==> src/rtl/probe_scan_reader.sv <==
// probe_scan_reader: drives the target's display select, optionally issues one
// single-step clock pulse first, captures one probe byte per select value and
// offers the assembled snapshot through a valid/ready handshake.
module probe_scan_reader #(
    parameter int NSEL      = 5,
    parameter int SEL_W     = 3,
    parameter int DW        = 8,
    parameter int SETTLE    = 2,
    parameter int STEP_HIGH = 2
) (
    input  logic                 Clk,
    input  logic                 Rst,
    input  logic                 Start,
    input  logic                 Step,
    output logic                 StepClk,
    output logic [SEL_W-1:0]     Sel,
    input  logic [DW-1:0]        Probe,
    output logic [NSEL*DW-1:0]   Snap,
    output logic                 Valid,
    input  logic                 Ready,
    output logic                 Busy
);

    localparam int IW = $clog2(NSEL) + 1;

    // Terminal counts; cnt is shared by the step pulse phases and the settle window.
    localparam logic [3:0]    STEP_LAST   = 4'(STEP_HIGH - 1);
    localparam logic [3:0]    SETTLE_LAST = 4'(SETTLE);
    localparam logic [IW-1:0] IDX_LAST    = IW'(NSEL - 1);

    typedef enum logic [2:0] {
        IDLE,
        STEP_HI,
        STEP_LO,
        SCAN,
        DONE
    } state_t;

    state_t                state_q, state_d;
    logic [3:0]            cnt_q, cnt_d;
    logic [IW-1:0]         idx_q, idx_d;
    logic [SEL_W-1:0]      sel_q, sel_d;
    logic [NSEL*DW-1:0]    snap_q, snap_d;
    logic                  valid_q, valid_d;
    logic                  busy_q, busy_d;
    logic                  stepclk_q, stepclk_d;

    // Next-state and next-output computation for the scan sequencer.
    always_comb begin
        state_d   = state_q;
        cnt_d     = cnt_q;
        idx_d     = idx_q;
        sel_d     = sel_q;
        snap_d    = snap_q;
        valid_d   = valid_q;
        stepclk_d = stepclk_q;

        case (state_q)
            IDLE: begin
                if (Start) begin
                    cnt_d = 4'd0;
                    if (Step) begin
                        state_d   = STEP_HI;
                        stepclk_d = 1'b1;
                    end else begin
                        state_d = SCAN;
                        sel_d   = '0;
                        idx_d   = '0;
                    end
                end
            end

            STEP_HI: begin
                if (cnt_q == STEP_LAST) begin
                    state_d   = STEP_LO;
                    stepclk_d = 1'b0;
                    cnt_d     = 4'd0;
                end else begin
                    cnt_d = cnt_q + 4'd1;
                end
            end

            STEP_LO: begin
                if (cnt_q == STEP_LAST) begin
                    state_d = SCAN;
                    sel_d   = '0;
                    idx_d   = '0;
                    cnt_d   = 4'd0;
                end else begin
                    cnt_d = cnt_q + 4'd1;
                end
            end

            SCAN: begin
                if (cnt_q == SETTLE_LAST) begin
                    // Last cycle of the settle window: Probe reflects the current Sel.
                    for (int i = 0; i < NSEL; i++) begin
                        if (idx_q == IW'(i)) begin
                            snap_d[i*DW +: DW] = Probe;
                        end
                    end
                    cnt_d = 4'd0;
                    if (idx_q == IDX_LAST) begin
                        state_d = DONE;
                        valid_d = 1'b1;
                        sel_d   = '0;
                    end else begin
                        idx_d = idx_q + 1'b1;
                        sel_d = SEL_W'(idx_q + 1'b1);
                    end
                end else begin
                    cnt_d = cnt_q + 4'd1;
                end
            end

            DONE: begin
                if (Ready) begin
                    valid_d = 1'b0;
                    state_d = IDLE;
                end
            end

            default: begin
                state_d = IDLE;
            end
        endcase

        busy_d = (state_d != IDLE);
    end

    // State and registered outputs; reset aborts any pulse or scan immediately.
    always_ff @(posedge Clk or posedge Rst) begin
        if (Rst) begin
            state_q   <= IDLE;
            cnt_q     <= 4'd0;
            idx_q     <= '0;
            sel_q     <= '0;
            snap_q    <= '0;
            valid_q   <= 1'b0;
            busy_q    <= 1'b0;
            stepclk_q <= 1'b0;
        end else begin
            state_q   <= state_d;
            cnt_q     <= cnt_d;
            idx_q     <= idx_d;
            sel_q     <= sel_d;
            snap_q    <= snap_d;
            valid_q   <= valid_d;
            busy_q    <= busy_d;
            stepclk_q <= stepclk_d;
        end
    end

    assign StepClk = stepclk_q;
    assign Sel     = sel_q;
    assign Snap    = snap_q;
    assign Valid   = valid_q;
    assign Busy    = busy_q;

endmodule

==> config.mk <==
export PLATFORM = sky130hd
export DESIGN_NAME = probe_scan_reader
export DESIGN_NICKNAME = d
export VERILOG_FILES = /design/src/rtl/probe_scan_reader.sv
export SDC_FILE = /design/constraint.sdc
export NUM_CORES = 1
export LEC_CHECK = 0
export ABC_CLOCK_PERIOD_IN_PS = 3320
export CAP_MARGIN = 20
export CORE_MARGIN = 2
export CORE_UTILIZATION = 25
export DETAILED_ROUTE_END_ITERATION = 7
export DONT_BUFFER_PORTS = 1
export SLEW_MARGIN = 20
export SYNTH_ARGS = -nofsm -noshare
export SYNTH_HDL_FRONTEND = slang
export SYNTH_SLANG_ARGS = --single-unit
export TNS_END_PERCENT = 5
==> constraint.sdc <==
create_clock -name Clk -period 3.32 [get_ports Clk]
set_input_delay 0.664 -clock Clk [delete_from_list [all_inputs] [get_ports Clk]]
set_output_delay 0.664 -clock Clk [all_outputs]
set_load 0.02 [all_outputs]
==> results.ini, run 1 <==
[power]
powerDensity_mw_per_mm2=1020
vdd_drop_max_uv=253
leakage_nw=1.31

[synthesis]
yosys.area.top_type=dfrtp_1
synth_cell_types=44
synthArstFlopShare=1.00
synth-seq-cells=57
synthCells=197
synth.top_cells.by_count=dfrtp_1, mux2_2, nand2_1
yosys_warnings=0
syn-num-nets=217
synth-edff-count=0
avgSynthCellArea_um2=13.1
yosysMostFrequentCell=dfrtp_1
ys_seq_area_frac=0.552
synthesis.area_mm2=0.00259
synth_top_area_share=0.552
synthTopCellsByArea=dfrtp_1, mux2_2, mux2_4
synth_ff_type=dfrtp_1

[run]
maxCapViolations=0

[sta]
fin_skew_ps=4.47
finalSetupViolCount=0
slew_headroom=0.408
hold_viol=0
tightest_slew_ps=887
rsz0062_at_grt=no
fmax_ghz=0.432
fin_crit_ps=2320
fin_crit_sh=0.698
holdWs_ps=397
slew_viol_final=0
fin_setup_tns_ps=0

[die]
die_w_um=106
die_height_um=106
ioPinCount=59
die_area_mm2=0.0112
rows=37
initial_utilization=0.254
fp.coreArea_mm2=0.0102

[global_route]
grt_usage=0.107
grt_pass1_wl_mm=9.06
grt_antenna_before_repair=0
grt_pass1_vias=1567
grt_max_degree=43
grt-ovfl-total=0

[clock_network]
clk_latency_ps=340
cts_sinks=57
clk_pin_slew_worst_paths_ps=70
h-tree-depth=3
cts_buffers=9
cts_hold_buf=0
cts_resized=0
post_cts.repair.setup_buffers=0
cts_root_buf=clkbuf_8
cts_buffer_depth=2
tritoncts=built

[critical_path]
ff2ff_setup_slack_ps=1000
cpMaxStageDelayCell=or3_1
crit_required_ps=3540
crit_type=flip-flop to flip-flop
cpPeakStageDelay_ps=610
worstSetupEndpointType=flip-flop
critical_path_arrival_ps=2540
cp_max_fo=8
crit_chain=inv_1 > ha_1 > or4b_4 > or3_1 > mux2_4
cp-start-kind=flip-flop

[layout]
drive_above_1_share=0.322
areaGrowthSynthToFinish_pct=13.4
antenna_cells=0
nFillCells=1065
fin_nets=223

[worst_hold_path]
hold_class=input pin to async pin

[place]
gp_routability_congestion=0.749
dp_hpwl_mm=3.97
port_buffers=0

[route]
drc=0
wl_mm=5.69
dr_total_vias=1602
detail-route-antenna-nets=0
wire_per_inst_um=16.6
via_per_inst=4.66
detail_route.first_pass.iterations=4
drt_iter0_drc=81

[outcome]
outcome=completed

==> sequential cells by signal, summed over array words and instances (netlist names) <==
name     count
StepClk      1
Snap        40
Valid        1
idx_q        4
state_q      3
Busy         1
cnt_q        4
Sel          3
==> stage by stage <==
stage / instances / power, mW / setup slack [ps] / cell area [um^2] / util
3_5_place_dp: 328 / 2.34 / 981 / 2730 / 0.268
4_1_cts: 344 / 3.02 / 973 / 2930 / 0.288
6_report: 344 / 2.98 / 1000 / 2930 / 0.288
2_1_floorplan: 197 / 2.16 / 1230 / 2590 / -
5_1_grt: 344 / 3.17 / 847 / 2930 / 0.288
3_3_place_gp: 328 / 2.31 / 1030 / 2730 / 0.268
==> final cells by class <==
class	count	area, um^2	area share
clock buffers	11	151	0.0516
clock inverters	5	53.8	0.0183
inverters	8	30.0	0.0102
multi-input cells	125	1090	0.371
flip-flops and latches	57	1430	0.486
well taps	136	170	0.0580
repair buffers	2	15.0	0.00512
==> worst paths after layout <==
path / from / endpoint / cells past startpoint
setup / recovery: cnt_q[0] / Snap[1] / 5
setup reg to reg: cnt_q[0] / Snap[1] / 5
min in group Clk: Probe[7] / Snap[7] / 1
hold / removal: Rst / Valid / 1
hold reg to reg: cnt_q[1] / cnt_q[1] / 2
max in group asynchronous: Rst / Snap[12] / 2
==> layer usage <==
metal	global-route usage	vias to the layer above	wire length, um
li1	-	726	-
met1	0.136	828	2470
met2	0.160	44	2770
met3	0.0482	4	419
met4	0.0367	0	36
met5	0	-	0
==> cells by family after synthesis <==
kind of cell	share of synthesized area
AO/OA/AOI/OAI	0.0764
adder cells (fa/ha/maj)	0.0339
buffers and inverters	0.0281
flip-flops	0.552
multiplexers	0.194
AND/OR/NAND/NOR	0.116
==> placed cells by master, fill, tap and decap left out, types with 3 or more instances in the layout <==
master / netlist / layout
nand2b_1: 3 / 3
dfrtp_1: 57 / 57
o21ai_0: 5 / 5
nand2_4: 3 / 3
ha_1: 7 / 7
inv_1: 8 / 7
clkbuf_8: 0 / 11
clkinv_2: 0 / 3
a31oi_1: 3 / 3
a21o_1: 4 / 4
mux2_2: 33 / 33
nor2_1: 8 / 8
nand2_1: 11 / 11
mux2_4: 8 / 8
nor3_1: 3 / 3
==> worst max-delay path: cells and delay by family, from the launching register on <==
family | cells | cell delay (ps)
multiplexers | 1 | 380
AND/OR/NAND/NOR | 2 | 1110
buffers and inverters | 1 | 80
flip-flops | 1 | 430
adder cells (fa/ha/maj) | 1 | 210
==> where the power goes <==
group / switching (mW) / total, mW / internal (mW) / leakage, nW
combinational: 0.282 / 0.667 / 0.385 / 0.531
clock: 0.286 / 0.670 / 0.385 / 0.109
sequential: 0.632 / 1.65 / 1.01 / 0.666
(Power assumes the default switching activity.)
==> run 2, diff against run 1 <==
--- a/config.mk
+++ b/config.mk
@@ -5,7 +5,7 @@
 export SDC_FILE = /design/constraint.sdc
 export NUM_CORES = 1
 export LEC_CHECK = 0
-export ABC_CLOCK_PERIOD_IN_PS = 3320
+export ABC_CLOCK_PERIOD_IN_PS = 2120
 export CAP_MARGIN = 20
 export CORE_MARGIN = 2
 export CORE_UTILIZATION = 25
==> constraint.sdc (replaced) <==
create_clock -name Clk -period 2.12 [get_ports Clk]
set_input_delay 0.424 -clock Clk [delete_from_list [all_inputs] [get_ports Clk]]
set_output_delay 0.424 -clock Clk [all_outputs]
set_load 0.02 [all_outputs]
==> run 2 against run 1 <==
Effect of this change: register-to-register slack got worse by 920 ps; die area unchanged; critical path depth rose by 1; core utilization up 2.1 points; critical endpoint is now Snap[4]; total power increased by 70%; worst hold slack got worse by 160 ps; sequential cell count unchanged; sequential power rose by 51%; via count rose by 2.1%; combinational power up 93%; largest cell class unchanged; first-iteration DRC count is 36% higher.
==> results.ini, run 2 (synthesis gave the netlist of run 1 again) <==
[layout]
fin_nets=239
areaGrowthSynthToFinish_pct=21.6
largest_reg_flops=40
final_common_cell=dfrtp_1
final_cell_mix=dfrtp_1, mux2_2, buf_4
final_cells=360
antenna_cells=0
drive_above_1_share=0.371

[clock_network]
tritoncts=built
h-tree-depth=3
cts_buffer_depth=2
cts_buffers=9
clk_latency_ps=330
cts_sinks=57
post_cts.repair.setup_buffers=0
cts_root_buf=clkbuf_8
clk_pin_slew_worst_paths_ps=70

[die]
die_area_mm2=0.0112
fp.coreArea_mm2=0.0102
ioPinCount=59
die_w_um=106
rows=37
initial_utilization=0.254
die_height_um=106

[global_route]
grt_usage=0.106
grt_antenna_before_repair=0
grt-ovfl-total=0
grt_pass1_wl_mm=9.26
grt_max_degree=30
grt_pass1_vias=1721

[place]
gp_routability_congestion=0.750
dp_hpwl_mm=4.13
port_buffers=0
dp.cells=343

[power]
leakage_nw=1.41
powerDensity_mw_per_mm2=1620
power_mw=5.08
vdd_drop_max_uv=536

[route]
detail_route.first_pass.iterations=4
wl_mm=5.63
wire_per_inst_um=15.7
drc=0
via_per_inst=4.54
drt_iter0_drc=110
dr_total_vias=1635
detail-route-antenna-nets=0

[critical_path]
crit_required_ps=2330
cp-start-kind=flip-flop
cpMaxStageDelayCell=or4b_4
crit_chain=inv_1 > ha_1 > or4b_4 > or3_4 > buf_4 > mux2_4
cp_max_fo=4
worstSetupEndpointType=flip-flop
crit_type=flip-flop to flip-flop
crit_buf_inv=2
critical_path_arrival_ps=2250
crit_family=simple AND/OR/NAND/NOR gates
cpPeakStageDelay_ps=480

[sta]
fin_skew_ps=8.03
fin_crit_ps=2040
slew_viol_final=0
tightest_slew_ps=505
fin_setup_tns_ps=0
hold_viol=0
fmax_ghz=0.490
fin_crit_sh=0.963
finalSetupViolCount=0
slew_headroom=0.663
rsz0062_at_grt=no

[run]
maxCapViolations=0

[outcome]
outcome=completed

[worst_hold_path]
hold_class=input pin to flip-flop

## run 2: changes by cell type in the layout (fill, tap and decap cells not counted), sizes merged
cell / delta
buf: +15
bufinv: +2
clkbuf: +1
clkinv: -4
clkinvlp: +1
dlygate4sd3: +1
## run 2: where the power goes
| part | internal (mW) | switching, mW | total, mW |
|---|---|---|---|
| registers | 1.59 | 0.901 | 2.49 |
| logic | 0.721 | 0.568 | 1.29 |
| clock network | 0.877 | 0.425 | 1.30 |
| total | 3.19 | 1.89 | 5.08 |
## run 2: layout make-up
| cell class | instances | area (um^2) |
|---|---|---|
| Clock buffer | 12 | 165 |
| Clock inverter | 4 | 97.6 |
| Fill cell | 1040 | 7040 |
| Inverter | 8 | 30.0 |
| Multi-Input combinational cell | 125 | 1090 |
| Sequential cell | 57 | 1430 |
| Tap cell | 136 | 170 |
| Timing Repair Buffer | 18 | 163 |
## run 2: stage by stage
stage	area, um^2	utilization	setup WS, ps	hold slack [ps]
2_1_floorplan	2590	-	30.8	514
3_3_place_gp	2870	0.281	94.5	330
3_5_place_dp	2870	0.281	63.6	341
4_1_cts	3140	0.308	52.7	231
5_1_grt	3140	0.309	12.0	222
6_report	3140	0.309	79.3	241
## run 2: final timing paths
kind                                from        to  slack, ps  cells after the start
worst min register to register  cnt_q[1]  cnt_q[1]        600                      2
worst min-delay path            Probe[5]   Snap[5]        240                      1
worst max-delay path            cnt_q[0]   Snap[4]         80                      6
min in group asynchronous            Rst      Busy        550                      2
max in group asynchronous            Rst  Snap[36]       1040                      3
worst max register to register  cnt_q[0]   Snap[4]         80                      6
## run 2: timing repair
action	in CTS	in global routing
hold endpoints to repair	16	0
hold buffers	1	0
resized for setup	0	1
setup endpoints to repair	0	3
## run 2: metal layers
layer  up-vias  global-route usage  share of wire  wire length, um
met2        60               0.163           0.47             2670
met4         0              0.0291          0.010               57
li1        762                   -              -                -
met3         6              0.0470          0.094              530
met5         -                   0              0                0
met1       807               0.135           0.42             2380
==> run 3, diff against run 2 <==
--- a/config.mk
+++ b/config.mk
@@ -5,7 +5,7 @@
 export SDC_FILE = /design/constraint.sdc
 export NUM_CORES = 1
 export LEC_CHECK = 0
-export ABC_CLOCK_PERIOD_IN_PS = 2120
+export ABC_CLOCK_PERIOD_IN_PS = 2100
 export CAP_MARGIN = 20
 export CORE_MARGIN = 2
 export CORE_UTILIZATION = 25
==> constraint.sdc (replaced) <==
create_clock -name Clk -period 2.1 [get_ports Clk]
set_input_delay 0.42 -clock Clk [delete_from_list [all_inputs] [get_ports Clk]]
set_output_delay 0.42 -clock Clk [all_outputs]
set_load 0.02 [all_outputs]
==> run 3 against run 2 <==
Effect of this change: via count rose by 2.3%; clock skew rose by 7.7 ps; critical path depth unchanged; sequential share of layout area shrank 0.29 points; highest routed layer unchanged; total power up 1.9%; final cell count increased by 0.28%; core utilization grew 0.20 points; combinational power increased by 3%; non-clock buffer count grew 1; critical endpoint is now Snap[7].
==> results.ini, run 3 (synthesis gave the netlist of run 1 again) <==
[clock_network]
tritoncts=built
clk_pin_slew_worst_paths_ps=80
cts_root_buf=clkbuf_8
cts_buffers=9
clk_latency_ps=340
h-tree-depth=3
cts_sinks=57
cts_buffer_depth=2

[die]
ioPinCount=59
rows=37
die_area_mm2=0.0112
die_height_um=106
initial_utilization=0.254
die_w_um=106
fp.coreArea_mm2=0.0102

[place]
port_buffers=0
gp_routability_congestion=0.750
dp_hpwl_mm=4.11

[power]
power_mw=5.18
leakage_nw=1.42
pwr-share-clk=0.258
switching_share=0.375
vdd_drop_max_uv=521
powerDensity_mw_per_mm2=1640
combPwrFrac=0.257
switching_power_mw=1.94
p_int_mw=3.24
p_seq_frac=0.485

[critical_path]
crit_type=flip-flop to flip-flop
worstSetupEndpointType=flip-flop
cp-start-kind=flip-flop
crit_family=simple AND/OR/NAND/NOR gates
crit_buf_inv=2
cpPeakStageDelay_ps=480
crit_required_ps=2320
cpMaxStageDelayCell=or4b_4
cp_max_fo=4
crit_chain=inv_1 > ha_1 > or4b_4 > or3_4 > buf_4 > mux2_4
critical_path_arrival_ps=2280

[route]
wl_mm=5.76
via_per_inst=4.63
drc=0
dr_total_vias=1672
wire_per_inst_um=16.0
detail-route-antenna-nets=0
drt_iter0_drc=90
detail_route.first_pass.iterations=4

[sta]
slew_headroom=0.693
hold_viol=0
slew_viol_final=0
fin_skew_ps=15.7
rsz0062_at_grt=yes
fin_crit_sh=0.981
tightest_slew_ps=459
fmax_ghz=0.486
fin_setup_tns_ps=0
fin_crit_ps=2060
finalSetupViolCount=0

[global_route]
grt_usage=0.108
grt_pass1_vias=1724
grt-ovfl-total=0
grt_max_degree=30
grt_pass1_wl_mm=9.45
grt_antenna_before_repair=0

[layout]
areaGrowthSynthToFinish_pct=22.4
final_common_cell=dfrtp_1
largest_reg_flops=40
final_cell_mix=dfrtp_1, mux2_2, buf_4
drive_above_1_share=0.373
antenna_cells=0
fin_nets=240

[worst_hold_path]
hold_class=input pin to flip-flop

[run]
maxCapViolations=0

[outcome]
outcome=completed

-- run 3: cell type report --
cell class	count	area, um^2
clock buffer	12	165
clock inverter	4	97.6
fill	1034	7020
inverter	8	30.0
multi-input combinational	125	1090
sequential	57	1430
tap	136	170
timing repair buffer	19	183
-- run 3: worst paths after layout --
check / end / slack, ps / cells past startpoint / from
max: Snap[7] / 40 / 6 / cnt_q[0]
min: Snap[14] / 220 / 1 / Probe[6]
max reg2reg: Snap[7] / 40 / 6 / cnt_q[0]
min reg2reg: cnt_q[1] / 600 / 2 / cnt_q[1]
max in group asynchronous: Snap[12] / 1030 / 3 / Rst
min in group asynchronous: Valid / 530 / 2 / Rst
-- run 3: layer usage --
| layer | routed length [um] | GRT usage | vias to the layer above | part of all wire |
|---|---|---|---|---|
| met3 | 426 | 0.0482 | 6 | 0.074 |
| met1 | 2550 | 0.139 | 867 | 0.44 |
| li1 | - | - | 760 | - |
| met5 | 0 | 0 | - | 0 |
| met2 | 2740 | 0.165 | 39 | 0.47 |
| met4 | 50 | 0.0310 | 0 | 0.0087 |
-- run 3: power by group through the flow --
| stage | combinational, mW | sequential, mW | clock [mW] |
|---|---|---|---|
| 2_1_floorplan | 0.991 | 2.42 | 0 |
| 3_3_place_gp | 1.25 | 2.54 | 0 |
| 3_5_place_dp | 1.29 | 2.55 | 0 |
| 4_1_cts | 1.30 | 2.53 | 1.36 |
| 5_1_grt | 1.46 | 2.58 | 1.41 |
| 6_report | 1.33 | 2.51 | 1.33 |
-- run 3: through the flow --
| step | worst slack (ps) | utilization | area (um^2) | hold WS (ps) | instances |
|---|---|---|---|---|---|
| 6_report | 40.7 | 0.311 | 3160 | 223 | 361 |
| 5_1_grt | -12.1 | 0.311 | 3160 | 205 | 361 |
| 4_1_cts | 23.5 | 0.308 | 3140 | 209 | 360 |
| 3_5_place_dp | 47.1 | 0.281 | 2870 | 330 | 343 |
| 3_3_place_gp | 74.5 | 0.281 | 2870 | 326 | 343 |
| 2_1_floorplan | 10.8 | - | 2590 | 514 | 197 |
-- run 3: timing repair --
item                                   in CTS  in global routing
hold buffers                                1                  0
resized for setup                           0                  1
setup endpoints to repair                   0                 21
endpoints found under the hold margin      16                  0
buffers inserted                            0                  1
==> variant 1 (flow settings as in run 3) <==
`DW`: 8 -> 12.
--- a/src/rtl/probe_scan_reader.sv
+++ b/src/rtl/probe_scan_reader.sv
@@ -4,7 +4,7 @@
 module probe_scan_reader #(
     parameter int NSEL      = 5,
     parameter int SEL_W     = 3,
-    parameter int DW        = 8,
+    parameter int DW        = 12,
     parameter int SETTLE    = 2,
     parameter int STEP_HIGH = 2
 ) (
Interface: changed (resized Probe and Snap); port bits go from 59 to 83. The function was not compared with the original's and may differ.
==> variant 1 against run 3 <==
  * Wire length up 38%
  * Via count rose by 23%
  * Clock power up 24%
  * Global-route usage barely moved
  * Sequential cell count increased by 20
  * Largest cell class unchanged
  * Critical path depth is 2 higher
  * Total power up 36%
  * Synthesized area increased by 34%
  * Synthesized cell count grew 23%
  * Design area grew 37%
  * Non-clock buffer count is 8 higher
  * Worst setup slack improved by 0.025 ns
  * Final cell count is 26% higher
==> variant 1: results (changes against run 3) <==
stage	metric	value	unit	change
critical_path	CP max-delay cell	or3b_4		
layout	Plain + repair buffers	27		+8
global_routing	vias in the first global route	2114		+23%
layout	# fillers	1362		+32%
critical_path	CP Max Fanout	5		+1
placed_design	post-place setup slack	0.0853	ns	+0.0382 ns
route	DR WL met2	3.67	mm	+34%
global_routing	met3 Use GR	0.0595		+0.0112
layout	max FFs per register	60		+50%
global_routing	first-pass GRT wire length	11.8	mm	+25%
clock_tree	Clock transition at path regs	0.06	ns	-0.02 ns
timing	hold slack final	0.208	ns	-0.0150 ns
layout	Final #Nets	295		+23%
outcome	status	completed		
route	routed wl met3	772	µm	+81%
clock_tree	CTS root buf	clkbuf_16		
layout	Seq area share	0.446		-0.00491
layout	Layout Cells excl Fill	456		+26%
min_path	hold_sp	Ready		
synth	cells taking the most area after synthesis	dfrtp_1 (55%), mux2_4 (17%), mux2_2 (7.1%), ha_1 (2.5%), buf_6 (1.3%)		
clock_tree	CTS Sinks	77		+35%
timing	Tcrit/Tclk final	0.969		-0.0118
route	initial drt markers	71		-21%
global_routing	M1 GR Usage	0.131		-0.00746
global_routing	total track usage	0.108		about the same
synth	Mean Syn Cell Area	14.3	µm²	+8.8%
power	Leak	0.00205	µW	+44%
layout	share of layout cells above drive strength 1	0.424		+0.0506
route	DR vias/cell	4.49		-3.0%
timing	Worst Skew	0.00862	ns	-0.00708 ns
layout	Clock-cell share	0.0732		-0.00979
layout	buffer share of cell area	0.0770		+0.0193
critical_path	r2r setup slk	0.07	ns	+0.02 ns
critical_path	worst flop-to-flop path endpoint	Snap[42]		
placed_design	Placer Congestion	0.820		+9.3%
critical_path	worst path arrival time	2.26	ns	-0.02 ns
global_routing	initial antenna violation count	0		unchanged
layout	multi-input gate count	148		+18%
placed_design	hpwl dp	5.33	mm	+30%
layout	fraction of area in multi-input gates	0.344		-0.00125
synth	Syn Nets	267		+23%
synth	Seq/Total Area, Yosys	0.555		+0.00343
critical_path	Reg2Reg Depth	8		+2
layout	final core utilization	0.315		+0.00431
critical_path	Largest stage delay, worst path	0.39	ns	-0.09 ns
global_routing	met2 Track Usage GR	0.165		-0.000284
layout	inverter count	8		unchanged
placed_design	placed cell area	0.00385	mm²	+34%
min_path	worst hold stages	1		unchanged
placed_design	placed instance count	432		+26%
route	routed len/inst	17.5	µm	+9.4%
[variant 1: cell types whose count changed after synthesis, sizes merged, moves of 3 or more]
| cell | before | now |
|---|---|---|
| a21oi | 2 | 6 |
| buf | 3 | 6 |
| dfrtp | 57 | 77 |
| mux2 | 41 | 62 |
| o22ai | 0 | 3 |
[variant 1: cell families (layout without fill, tap and decap cells)]
kind of cell	after synthesis	after routing	synth area share
flops	77	77	0.555
buf+inv	18	51	0.0288
xor+xnor	3	3	0.00757
fa+ha+maj	7	7	0.0252
compound gates	30	30	0.0580
mux	62	62	0.244
simple gates	46	46	0.0811
[variant 1: where the power goes]
group | switching [µW] | leakage, µW | internal [µW]
logic | 763 | 0.000967 | 1170
clock network | 601 | 0.000146 | 1040
registers | 1310 | 0.000937 | 2160
[variant 1: what timing repair did]
| action | CTS | global route |
|---|---|---|
| resized for setup | 0 | 8 |
| endpoints found under the hold margin | 10 | 0 |
| hold buffers | 1 | 0 |
| endpoints found under the setup margin | 0 | 45 |
| buffers inserted | 0 | 4 |
==> variant 2 (settings of run 3) <==
Made on the original files. The 5 states of `state_t` get a one-hot encoding in 5 bits.
--- a/src/rtl/probe_scan_reader.sv
+++ b/src/rtl/probe_scan_reader.sv
@@ -28,12 +28,12 @@
     localparam logic [3:0]    SETTLE_LAST = 4'(SETTLE);
     localparam logic [IW-1:0] IDX_LAST    = IW'(NSEL - 1);
 
-    typedef enum logic [2:0] {
-        IDLE,
-        STEP_HI,
-        STEP_LO,
-        SCAN,
-        DONE
+    typedef enum logic [4:0] {
+        IDLE    = 5'b00001,
+        STEP_HI = 5'b00010,
+        STEP_LO = 5'b00100,
+        SCAN    = 5'b01000,
+        DONE    = 5'b10000
     } state_t;
 
     state_t                state_q, state_d;
Function: same outputs for any inputs over 10 cycles, from zero or initial values and one cycle with Rst high; not proved beyond that.
==> variant 2 against run 3 <==
  * Sequential share of layout area down 0.44 points
  * Clock skew down 0.0048 ns
  * Non-clock buffer count grew 2
  * Count of clock-buffer cells in the layout shrank 1
  * Worst setup slack gained 0.038 ns
  * Design area increased by 4.6%
  * Wire length rose by 15%
  * Hold slack got worse by 0.023 ns
  * Synthesized area rose by 8.0%
  * Via count is 12% higher
  * Total power down 32%
  * Critical path depth decreased by 1
  * Sequential cell count grew 2
==> variant 2: results (changes against run 3) <==
stage	metric	value	unit	change
global_routing	total track usage	0.121		+0.0123
layout	Layout Cells excl Fill	391		+8.3%
route	DR vias/cell	4.80		+3.6%
synth	synth cell count leaders	dfrtp_1 (58), mux2_2 (26), nor2_1 (13)		
synth	Synth cell types	49		+11%
global_routing	vias in the first global route	1979		+15%
route	Metal-1 WL	2.81	mm	+10%
placed_design	placed cell area	0.00308	mm²	+7.3%
power	Leak	0.00153	µW	+7.8%
critical_path	worst flop-to-flop path endpoint	Snap[0]		
layout	buffer share of cell area	0.0484		-0.00936
timing	Worst Skew	0.0109	ns	-0.00478 ns
synth	Seq/Total Area, Yosys	0.529		-0.0224
synth	Syn Nets	238		+9.7%
layout	Final #Nets	263		+9.6%
placed_design	Placer Congestion	0.795		+5.9%
outcome	status	completed		
power	Net Switching	1190	µW	-38%
synth	Syn Inst Count	221		+12%
critical_path	worst path arrival time	2.25	ns	-0.03 ns
synth	cells taking the most area after synthesis	dfrtp_1 (52%), mux2_2 (10%), mux2_4 (6.5%), ha_1 (1.8%), nor2_1 (1.7%)		
route	routed wl met3	636	µm	+49%
route	DR WL met2	3.14	mm	+15%
critical_path	worst r2r src	state_q[0]		
layout	share of layout cells above drive strength 1	0.351		-0.0227
power	VDD IR-drop max	0.475	mV	-8.9%
clock_tree	CTS Sinks	59		+3.5%
layout	clkbuf count	11		-1
timing	Worst slew margin	0.660		-0.0335
global_routing	largest net degree at the start of global routing	26		-13%
placed_design	placed instance count	374		+9.0%
critical_path	CP Max Fanout	8		+4
global_routing	first-pass GRT wire length	10.8	mm	+14%
==> variant 2: cell count changes in the layout (fill, tap and decap cells not counted), moves of 4 or more <==
| cell | run 3 | this run |
|---|---|---|
| mux2_2 | 33 | 26 |
| buf_4 | 15 | 20 |
| nand3_1 | 2 | 7 |
| nor2_1 | 8 | 13 |
| a21oi_1 | 2 | 6 |
| a22o_1 | 0 | 4 |
| mux2_4 | 8 | 12 |
| nand2_1 | 11 | 7 |
==> variant 2: stage by stage <==
stage / hold slack (ns) / power (µW) / utilization / worst slack (ns) / setup TNS (ns)
2_1_floorplan: 0.525 / 2160 / - / -0.141 / -3.69
3_3_place_gp: 0.354 / 2390 / 0.283 / 0.0879 / 0
3_5_place_dp: 0.368 / 2410 / 0.283 / 0.0720 / 0
4_1_cts: 0.189 / 3510 / 0.303 / 0.0331 / 0
5_1_grt: 0.183 / 3690 / 0.304 / 0.0269 / 0
6_report: 0.200 / 3500 / 0.304 / 0.0788 / 0
==> variant 2: power groups by stage <==
| stage | clock [µW] | sequential (µW) | combinational [µW] |
|---|---|---|---|
| 5_1_grt | 1170 | 1600 | 922 |
| 3_5_place_dp | 0 | 1610 | 803 |
| 2_1_floorplan | 0 | 1570 | 594 |
| 4_1_cts | 1110 | 1590 | 811 |
| 3_3_place_gp | 0 | 1600 | 789 |
| 6_report | 1090 | 1580 | 826 |
==> variant 2: cell families (layout without fill, tap and decap cells) <==
group / after synthesis / in the layout / synth area share
xor+xnor: 2 / 2 / 0.00627
flops: 59 / 59 / 0.529
simple gates: 62 / 62 / 0.142
fa+ha+maj: 4 / 4 / 0.0179
buf+inv: 15 / 45 / 0.0255
mux: 42 / 42 / 0.185
compound gates: 37 / 37 / 0.0941
==> variant 2: critical path, cell delays in order, from the launching register on <==
cell and delay, ns:
dfstp_2 0.37, or4b_1 0.63, nor4b_4 0.24, buf_4 0.21
nand2_4 0.14, mux2_4 0.33
==> variant 2: metal layers <==
metal  global-route usage  up-vias
met5                    0        -
met4               0.0470        0
met3               0.0557        4
met2                0.187       68
met1                0.146      939
li1                     -      866
==> variant 2: worst max path at each step <==
| stage | end | cells past startpoint | slack, ns | start |
|---|---|---|---|---|
| after floorplan | Snap[0] | 6 | -0.14 | cnt_q[0] |
| final | Snap[0] | 5 | 0.08 | state_q[0] |
| after CTS | cnt_q[3] | 6 | 0.03 | state_q[2] |
| after detailed placement | Snap[23] | 5 | 0.07 | state_q[0] |
| after global placement | Snap[2] | 5 | 0.09 | state_q[0] |
| after global routing | Snap[0] | 5 | 0.03 | state_q[1] |
==> variant 2: what timing repair did <==
item / 4_1_cts / 5_1_grt
gates resized for setup: 0 / 3
setup endpoints to repair: 0 / 5
hold buffers: 1 / 0
hold endpoints to repair: 16 / 0
